<file path="config.mk">
export PLATFORM = sky130hd
export DESIGN_NAME = insn_encoder_loader
export DESIGN_NICKNAME = d
export VERILOG_FILES = /design/src/rtl/insn_encoder_loader.sv
export SDC_FILE = /design/constraint.sdc
export NUM_CORES = 1
export LEC_CHECK = 0
export ABC_AREA = 1
export BUFFER_PORTS_ARGS = -buffer_cell sky130_fd_sc_hd__buf_2
export CAP_MARGIN = 0
export CORE_AREA = 3 3 125 103
export DETAILED_ROUTE_END_ITERATION = 12
export DIE_AREA = 0 0 128 106
export GPL_TIMING_DRIVEN = 0
export PLACE_DENSITY = 0.84
export SYNTH_ARGS = -nofsm -noshare
export SYNTH_HDL_FRONTEND = slang
export SYNTH_SLANG_ARGS = --single-unit
</file>
<file path="constraint.sdc">
create_clock -name clk -period 1.7 [get_ports clk]
set_input_delay 0.085 -clock clk [delete_from_list [all_inputs] [get_ports clk]]
set_output_delay 0.085 -clock clk [all_outputs]
set_load 0.005 [all_outputs]
</file>
<file path="src/rtl/insn_encoder_loader.sv">
// insn_encoder_loader: boot/test program loader that sits ahead of fetch.
// Accepts symbolic micro-ops (LW, SW, AND, OR, ADD, SUB) on a valid/ready stream.
// Each legal micro-op is encoded into a 32-bit RV32I word and written into
// instruction memory at sequential word addresses, starting from a programmed
// base address.
//
// Ports:
//   clk, rst_n          clock (rising edge), asynchronous active-low reset
//   start_i             pulse that begins a load session; honoured only in idle
//   base_addr_i         first imem byte address; sampled when start_i is accepted
//   cmd_valid_i         micro-op valid
//   cmd_ready_o         micro-op ready; high only while loading
//   cmd_op_i            opcode: 0=LW 1=SW 2=AND 3=OR 4=ADD 5=SUB; 6 and 7 are illegal
//   cmd_rd_i            destination register
//   cmd_rs1_i           source register 1 / base register
//   cmd_rs2_i           source register 2 / store data register
//   cmd_imm_i           LW/SW offset; ignored for the other opcodes
//   cmd_last_i          marks the final micro-op of the session
//   imem_we_o           registered write strobe
//   imem_addr_o         write byte address
//   imem_wdata_o        encoded instruction
//   busy_o              high whenever the loader is not idle
//   done_o              1-cycle pulse at the end of a session
//   error_o             sticky flag: an illegal op was seen in this session
//   insn_count_o        number of words written in this session (saturating)
module insn_encoder_loader #(
  parameter int unsigned ADDR_W = 32,
  parameter int unsigned CNT_W  = 16
) (
  input  logic              clk,
  input  logic              rst_n,
  input  logic              start_i,
  input  logic [ADDR_W-1:0] base_addr_i,
  input  logic              cmd_valid_i,
  output logic              cmd_ready_o,
  input  logic [2:0]        cmd_op_i,
  input  logic [4:0]        cmd_rd_i,
  input  logic [4:0]        cmd_rs1_i,
  input  logic [4:0]        cmd_rs2_i,
  input  logic [11:0]       cmd_imm_i,
  input  logic              cmd_last_i,
  output logic              imem_we_o,
  output logic [ADDR_W-1:0] imem_addr_o,
  output logic [31:0]       imem_wdata_o,
  output logic              busy_o,
  output logic              done_o,
  output logic              error_o,
  output logic [CNT_W-1:0]  insn_count_o
);

  typedef enum logic [1:0] {StIdle, StLoad, StDone} state_e;

  state_e              state_q, state_d;
  logic [ADDR_W-1:0]   addr_ptr_q, addr_ptr_d;
  logic                we_q, we_d;
  logic [ADDR_W-1:0]   addr_q, addr_d;
  logic [31:0]         wdata_q, wdata_d;
  logic                error_q, error_d;
  logic [CNT_W-1:0]    cnt_q, cnt_d;

  logic                beat;
  logic                enc_legal;
  logic [31:0]         enc_word;

  assign beat = cmd_valid_i && (state_q == StLoad);

  // Micro-op to RV32I encoder.
  always_comb begin
    enc_legal = 1'b1;
    enc_word  = 32'h0;
    case (cmd_op_i)
      3'd0: enc_word = {cmd_imm_i, cmd_rs1_i, 3'b010, cmd_rd_i, 7'b0000011};
      3'd1: enc_word = {cmd_imm_i[11:5], cmd_rs2_i, cmd_rs1_i, 3'b010, cmd_imm_i[4:0],
                        7'b0100011};
      3'd2: enc_word = {7'b0000000, cmd_rs2_i, cmd_rs1_i, 3'b111, cmd_rd_i, 7'b0110011};
      3'd3: enc_word = {7'b0000000, cmd_rs2_i, cmd_rs1_i, 3'b110, cmd_rd_i, 7'b0110011};
      3'd4: enc_word = {7'b0000000, cmd_rs2_i, cmd_rs1_i, 3'b000, cmd_rd_i, 7'b0110011};
      3'd5: enc_word = {7'b0100000, cmd_rs2_i, cmd_rs1_i, 3'b000, cmd_rd_i, 7'b0110011};
      default: enc_legal = 1'b0;
    endcase
  end

  // Next-state logic.
  always_comb begin
    state_d    = state_q;
    addr_ptr_d = addr_ptr_q;
    we_d       = 1'b0;
    addr_d     = addr_q;
    wdata_d    = wdata_q;
    error_d    = error_q;
    cnt_d      = cnt_q;
    case (state_q)
      StIdle: begin
        if (start_i) begin
          state_d    = StLoad;
          addr_ptr_d = base_addr_i;
          error_d    = 1'b0;
          cnt_d      = '0;
        end
      end
      StLoad: begin
        if (beat) begin
          if (enc_legal) begin
            we_d       = 1'b1;
            addr_d     = addr_ptr_q;
            wdata_d    = enc_word;
            addr_ptr_d = addr_ptr_q + ADDR_W'(4);
            cnt_d      = (cnt_q == {CNT_W{1'b1}}) ? cnt_q : cnt_q + CNT_W'(1);
          end else begin
            error_d = 1'b1;
          end
          // An illegal op carrying last still closes the session.
          if (cmd_last_i) begin
            state_d = StDone;
          end
        end
      end
      StDone: state_d = StIdle;
      default: state_d = StIdle;
    endcase
  end

  always_ff @(posedge clk or negedge rst_n) begin
    if (!rst_n) begin
      state_q    <= StIdle;
      addr_ptr_q <= '0;
      we_q       <= 1'b0;
      addr_q     <= '0;
      wdata_q    <= 32'h0;
      error_q    <= 1'b0;
      cnt_q      <= '0;
    end else begin
      state_q    <= state_d;
      addr_ptr_q <= addr_ptr_d;
      we_q       <= we_d;
      addr_q     <= addr_d;
      wdata_q    <= wdata_d;
      error_q    <= error_d;
      cnt_q      <= cnt_d;
    end
  end

  assign cmd_ready_o  = (state_q == StLoad);
  assign busy_o       = (state_q != StIdle);
  assign done_o       = (state_q == StDone);
  assign imem_we_o    = we_q;
  assign imem_addr_o  = addr_q;
  assign imem_wdata_o = wdata_q;
  assign error_o      = error_q;
  assign insn_count_o = cnt_q;

endmodule

</file>
## Word level (Yosys, flattened, before mapping)

Index checks and enable logic that the tools add are counted.

| cells by class | value |
|---|---|
| reductions and logical operators | 11 |
| multiplexer cells | 22 |
| eq/ne operators | 14 |
| add/subtract/negate cells | 2 |

Operator list:

| kind | count |
|---|---|
| $pmux 32 s6 | 1 |
| $mux 32 | 3 |
| $mux 16 | 4 |
| $pmux 32 s2 | 1 |
| $add 32x3->32 const B | 1 |
| $pmux 16 s2 | 1 |
| $add 16x1->16 const B | 1 |
| $eq 16x16->1 const B | 1 |
| $reduce_and 4->1 | 2 |
| $mux 1 | 7 |
| $eq 3x2->1 const B | 2 |
| $eq 3x3->1 const B | 2 |
| $mux 2 | 3 |
| $ne 2x1->1 const B | 3 |
| $ne 2x2->1 const B | 3 |
| $reduce_and 3->1 | 2 |
| $reduce_or 6->1 | 1 |
| $reduce_and 5->1 | 1 |
| $pmux 2 s2 | 1 |
| $reduce_bool 2->1 | 2 |
| $eq 3x1->1 const B | 1 |
| $logic_not 3->1 | 1 |
| $eq 2x1->1 const B | 1 |
| $eq 2x2->1 const B | 1 |
| other kinds (3) | 3 |

| word-level totals | value |
|---|---|
| bits of input ports | 67 |
| register bits | 116 |
| logic and storage cells | 56 |
| output and inout port bits | 85 |

## Longest topological paths before layout

| logic depth | value |
|---|---|
| depth in word-level cells | 6 |
| mapped depth | 11 |
| mapped depth without buffers | 11 |

## Worst setup path after synthesis

No wires, ideal clock.

| path | value |
|---|---|
| path kind | flip-flop to flip-flop |
| from | register cnt_q[0], in the netlist insn_count_o[0] |
| to | register cnt_q[0], in the netlist insn_count_o[0] |
| stages on the path, launching flop included | 12 |
| library setup time | 0.117 ns |
| required time | 1.583 ns |
| period minus slack after synthesis | 1.597 ns |
| path buffers | 1 |
| arrival time | 1.480 ns |
| path slack | 0.103 ns |
| cells stage by stage | dfrtp_1 ha_1 nand2_1 nor2_1 inv_1 nor2_1 nand2_1 nand2_1 buf_4 inv_1 nor2_1 nor2_1 |

| between the ends | value |
|---|---|
| word-level cells in the longest chain between the ends | 5 |
| elaborated cells on any way between the ends | 8 |
| classes of those cells | 1 x add/sub; 2 x eq/ne; 4 x mux; 1 x reduce/logical |

Ends and longest elaborated chain:

| what | RTL line | text |
|---|---|---|
| from (decl) | 59 | `logic [CNT_W-1:0] cnt_q, cnt_d;` |
| from (signal assigned) | 139 | `cnt_q <= cnt_d;` |
| $add 16x1->16 | 108 | `cnt_d = (cnt_q == {CNT_W{1'b1}}) ? cnt_q : cnt_q + CNT_W'(1);` |
| $mux 16 | 108 |  |
| $mux 16 | 103 | `if (enc_legal) begin` |
| $mux 16 | 102 | `if (beat) begin` |
| $pmux 16 s2 | 92 | `case (state_q)` |

Parallel ways exist; a longest one is shown, timed or not. The select of a mux whose other input is x is not followed.
A chain may end at the register's enable or synchronous reset.

## Worst setup path after layout

| path | value |
|---|---|
| from | register state_q[1] |
| to | register wdata_q[8], in the netlist imem_wdata_o[8] |

| between the ends | value |
|---|---|
| word-level cells in the longest chain between the ends | 3 |

Ends and longest elaborated chain:

| what | RTL line | text |
|---|---|---|
| from (decl) | 53 | `state_e state_q, state_d;` |
| from (signal assigned) | 125 | `state_q <= StIdle;` |
| from (signal assigned) | 133 | `state_q <= state_d;` |
| $eq 2x1->1 (*) | 65, 92 |  |
| $logic_and 1x1->1 | 65 | `assign beat = cmd_valid_i && (state_q == StLoad);` |
| $reduce_and 3->1 (no source line) (*) | n/a |  |
| to (signal assigned) | 137 | `wdata_q <= wdata_d;` |
| to (decl) | 57 | `logic [31:0] wdata_q, wdata_d;` |

Mark *: on every way between the ends. The rest lies on a longest branch, timed or not.

==> impl_metrics.env <==
export IMPL_status="complete, no violations"
export IMPL_highest_layer="met5"
export IMPL_route_layer_met1_wl_um=7580
export IMPL_cts_buffer_depth=2
export IMPL_layout_filler_cells=944
export IMPL_start_util=0.504
export IMPL_clkTransAtPathRegs_ns=0.08
export IMPL_count_of_state_elements_after_synthesis=112
export IMPL_tritoncts="done"
export IMPL_multi_input_comb_area_um2=2780
export IMPL_met3_wirelength_um=1850
export IMPL_final_antenna_net_count=0
export IMPL_fmax_ghz=0.598
export IMPL_final_max_slew_viol_count=0
export IMPL_remaining_drc_errors=0
export IMPL_setup_worst_path_class="reg -> reg"
export IMPL_routedWlPerCell_um=16.1
export IMPL_vias=6406
export IMPL_layout_cell_share_with_drive_strength_beyond_1=0.260
export IMPL_drt_wl_total_um=18900
export IMPL_ys_seq_area_frac=0.481
export IMPL_clock_tree_htree_level_count=3
export IMPL_port_buffer_count=148
export IMPL_critical_path_cell_by_cell="nor2_4 > inv_4 > nor3_4 > inv_2 > buf_6 > buf_4 > a21oi_2 > a21oi_1"
export IMPL_netlist_area_um2=5830
export IMPL_delay_contributed_by_the_slowest_stage_of_the_critical_path_ns=0.44
export IMPL_grt_max_degree=64
export IMPL_clockRootBuffer="sky130_fd_sc_hd__clkbuf_16"
export IMPL_layout_area_overhead_vs_synth_pct=33.3
export IMPL_worstPathArrival_ns=1.91
export IMPL_netlist_cell_type_count=34
export IMPL_post_route_min_period_ns=1.67
export IMPL_finalHoldViolCount=0
export IMPL_setup_repair_after_global_routing_missed_its_margin="true"
export IMPL_all_layer_gr_usage=0.262
export IMPL_detailroute_wirelength_met2_um=8570
export IMPL_skew_ns=0.00908
export IMPL_seq_area_um2=2810
export IMPL_min_delay_path_class="in -> reg"
export IMPL_routed_via_density=5.48
export IMPL_fp_dieArea_um2=13600
export IMPL_postLayoutSetupSlackWorst_ns=0.0282
export IMPL_setup_viol=0
export IMPL_grt_antenna_before_repair=2
export IMPL_worstMarginPinSlew_ns=0.821
export IMPL_relSlewSlack=0.453
export IMPL_first_global_vias=5710
export IMPL_setup_worst_path_start_class="flop"
export IMPL_core_region_area_um2=11600
export IMPL_numCtsBuffers=9
export IMPL_maxCapViolCount=0
export IMPL_worst_ep_required_time_ns=1.94
export IMPL_period_share=0.983
export IMPL_design_portCount=152
export IMPL_fp_dieH_um=106
export IMPL_pre_repair_dr_iteration_count=9
export IMPL_place_detailed_hpwl_um=12200
export IMPL_place_congestion=0.913
export IMPL_ys_warn_count=0
export IMPL_critPathMaxFanout=5
export IMPL_first_pass_grt_wire_length_um=28500
export IMPL_globalRouteOverflowTotal=0
export IMPL_pre_cts_ws_ns=-0.277
export IMPL_num_nets_final=1083
export IMPL_drt_iter0_drc=696
export IMPL_critPathSlowestCell="sky130_fd_sc_hd__dfrtp_2"
export IMPL_die_x_um=128
export IMPL_power_ir_vdd_worst_uv=673
export IMPL_placementRows=35
export IMPL_core_utilization_of_the_finished_layout=0.672
export IMPL_endpoint_kind="flop"
export IMPL_synth_cells=805
export IMPL_power_density_nw_per_um2=1610
export IMPL_clk_latency_ns=0.36
export IMPL_power_leakage_uw=0.00400
export IMPL_syn_mean_instance_area_um2=7.24
export IMPL_cts_sinks=112
cell type report:
cell class              count  area share
flip-flops and latches    112       0.362
plain buffers              34      0.0320
clock inverters             4     0.00982
repair buffers            195       0.154
well taps                 148      0.0238
inverters                  60      0.0293
clock buffers              12      0.0304
multi-input cells         602       0.358
diodes                      1    0.000322
worst max-delay path, delay by kind of cell, from the launching register on:
kind,cells,cell delay [ns]
buffers and inverters,4,0.49
AND/OR/NAND/NOR,2,0.42
AO/OA/AOI/OAI,2,0.21
flip-flops,1,0.44
worst paths after layout:
kind,startpoint,endpoint,slack (ns),cells after the start
worst min register to register,imem_wdata_o[18],imem_wdata_o[18],0.47,2
min in group asynchronous,rst_n,imem_wdata_o[24],0.37,2
worst min-delay path,cmd_imm_i[3],imem_wdata_o[23],0.01,3
max in group asynchronous,rst_n,insn_count_o[6],0.59,3
worst max-delay path,state_q[1],imem_wdata_o[8],0.03,8
worst max register to register,state_q[1],imem_wdata_o[8],0.03,8
synth_stat cells, drive strengths merged:
cell	instances	area (um2)
and3	1	6.26
o21bai	1	7.51
nand3b	2	15.0
o21ai	68	340
buf	26	145
a22oi	1	7.51
o22ai	5	31.3
nand3	75	375
xor2	3	26.3
clkbuf	8	30.0
mux2	1	11.3
dfrtp	112	2800
or2	7	43.8
nor2	111	437
a21oi	16	80.1
a31oi	3	18.8
inv	60	225
conb	1	3.75
a21o	1	7.51
nand2	285	1070
o211ai	3	22.5
nor3	4	36.3
xnor2	1	8.76
ha	2	25.0
and2	2	12.5
nand4	6	37.5
cell usage in the layout, fill, tap and decap left out, types with 2 or more instances in the layout:
cell type	Yosys	final
sky130_fd_sc_hd__a21oi_1	16	13
sky130_fd_sc_hd__a21oi_2	0	3
sky130_fd_sc_hd__a31oi_1	3	3
sky130_fd_sc_hd__and2_1	2	2
sky130_fd_sc_hd__buf_2	17	151
sky130_fd_sc_hd__buf_4	7	26
sky130_fd_sc_hd__buf_6	0	6
sky130_fd_sc_hd__bufinv_16	0	2
sky130_fd_sc_hd__clkbuf_1	8	3
sky130_fd_sc_hd__clkbuf_16	0	9
sky130_fd_sc_hd__clkbuf_2	0	9
sky130_fd_sc_hd__clkbuf_4	0	3
sky130_fd_sc_hd__conb_1	1	3
sky130_fd_sc_hd__dfrtp_1	112	106
sky130_fd_sc_hd__dfrtp_2	0	6
sky130_fd_sc_hd__dlygate4sd3_1	0	32
sky130_fd_sc_hd__inv_1	54	54
sky130_fd_sc_hd__inv_2	6	5
sky130_fd_sc_hd__nand2_1	285	274
sky130_fd_sc_hd__nand2_2	0	9
sky130_fd_sc_hd__nand2_4	0	2
sky130_fd_sc_hd__nand3_1	75	73
sky130_fd_sc_hd__nand3_2	0	2
sky130_fd_sc_hd__nand3b_1	2	2
sky130_fd_sc_hd__nand4_1	6	6
sky130_fd_sc_hd__nor2_1	107	97
sky130_fd_sc_hd__nor2_2	2	5
sky130_fd_sc_hd__nor2_4	2	10
sky130_fd_sc_hd__nor3_1	2	2
sky130_fd_sc_hd__nor3_4	1	2
sky130_fd_sc_hd__o211ai_1	3	3
sky130_fd_sc_hd__o21ai_0	42	40
sky130_fd_sc_hd__o21ai_1	26	28
sky130_fd_sc_hd__o22ai_1	5	5
sky130_fd_sc_hd__or2_2	7	7
sky130_fd_sc_hd__xor2_1	3	3
logic make-up after synthesis:
kind of cell	count (synthesis)	synth area share
AOI/OAI and AO/OA	98	0.0885
xor gates and xnor gates	4	0.00601
adders and majority gates	2	0.00429
buffers and inverters	94	0.0687
DFF	112	0.481
muxes	1	0.00193
other	1	0.000644
and+or+nand+nor	493	0.349
metal layers:
layer,vias to the layer above,global-route usage
li1,2990,-
met1,2901,0.362
met2,408,0.399
met3,105,0.0568
met4,2,0.111
met5,-,0
state kept, by name, summed over array words and instances, names as in the netlist:
register,flops
addr_ptr_q,32
imem_addr_o,32
imem_wdata_o,28
insn_count_o,16
state_q,2
error_o,1
imem_we_o,1
metrics by stage:
| stage | std cells | TNS, ns | cell area, um2 | total power [uW] | hold WS, ns |
|---|---|---|---|---|---|
| 2_1_floorplan | 807 | 0 | 5830 | 7530 | -0.211 |
| 3_3_place_gp | 1103 | -92.76 | 6760 | 9330 | 0.299 |
| 3_5_place_dp | 1104 | -11.94 | 6790 | 9490 | 0.233 |
| 4_1_cts | 1158 | 0 | 7520 | 12000 | 0.00852 |
| 5_1_grt | 1168 | -0.288 | 7770 | 13400 | 0.0285 |
| 6_report | 1168 | 0 | 7770 | 12500 | 0.0128 |
power by group:
group	total (uW)	switching (uW)	internal (uW)	leakage [uW]
registers	4660	900	3760	0.00138
logic	5610	3440	2170	0.00247
clock network	2270	974	1300	0.000147
total	12500	5310	7230	0.00400
repair_timing:
item                                    in CTS  in global routing
endpoints found under the setup margin      99                 98
endpoints found under the hold margin       89                  0
buffers inserted                             5                  8
hold buffers                                32                  0
pin swaps                                    5                  9
cloned                                       1                  1
resized for setup                           18                 79
No activity file was read; power rests on OpenSTA's default activity.
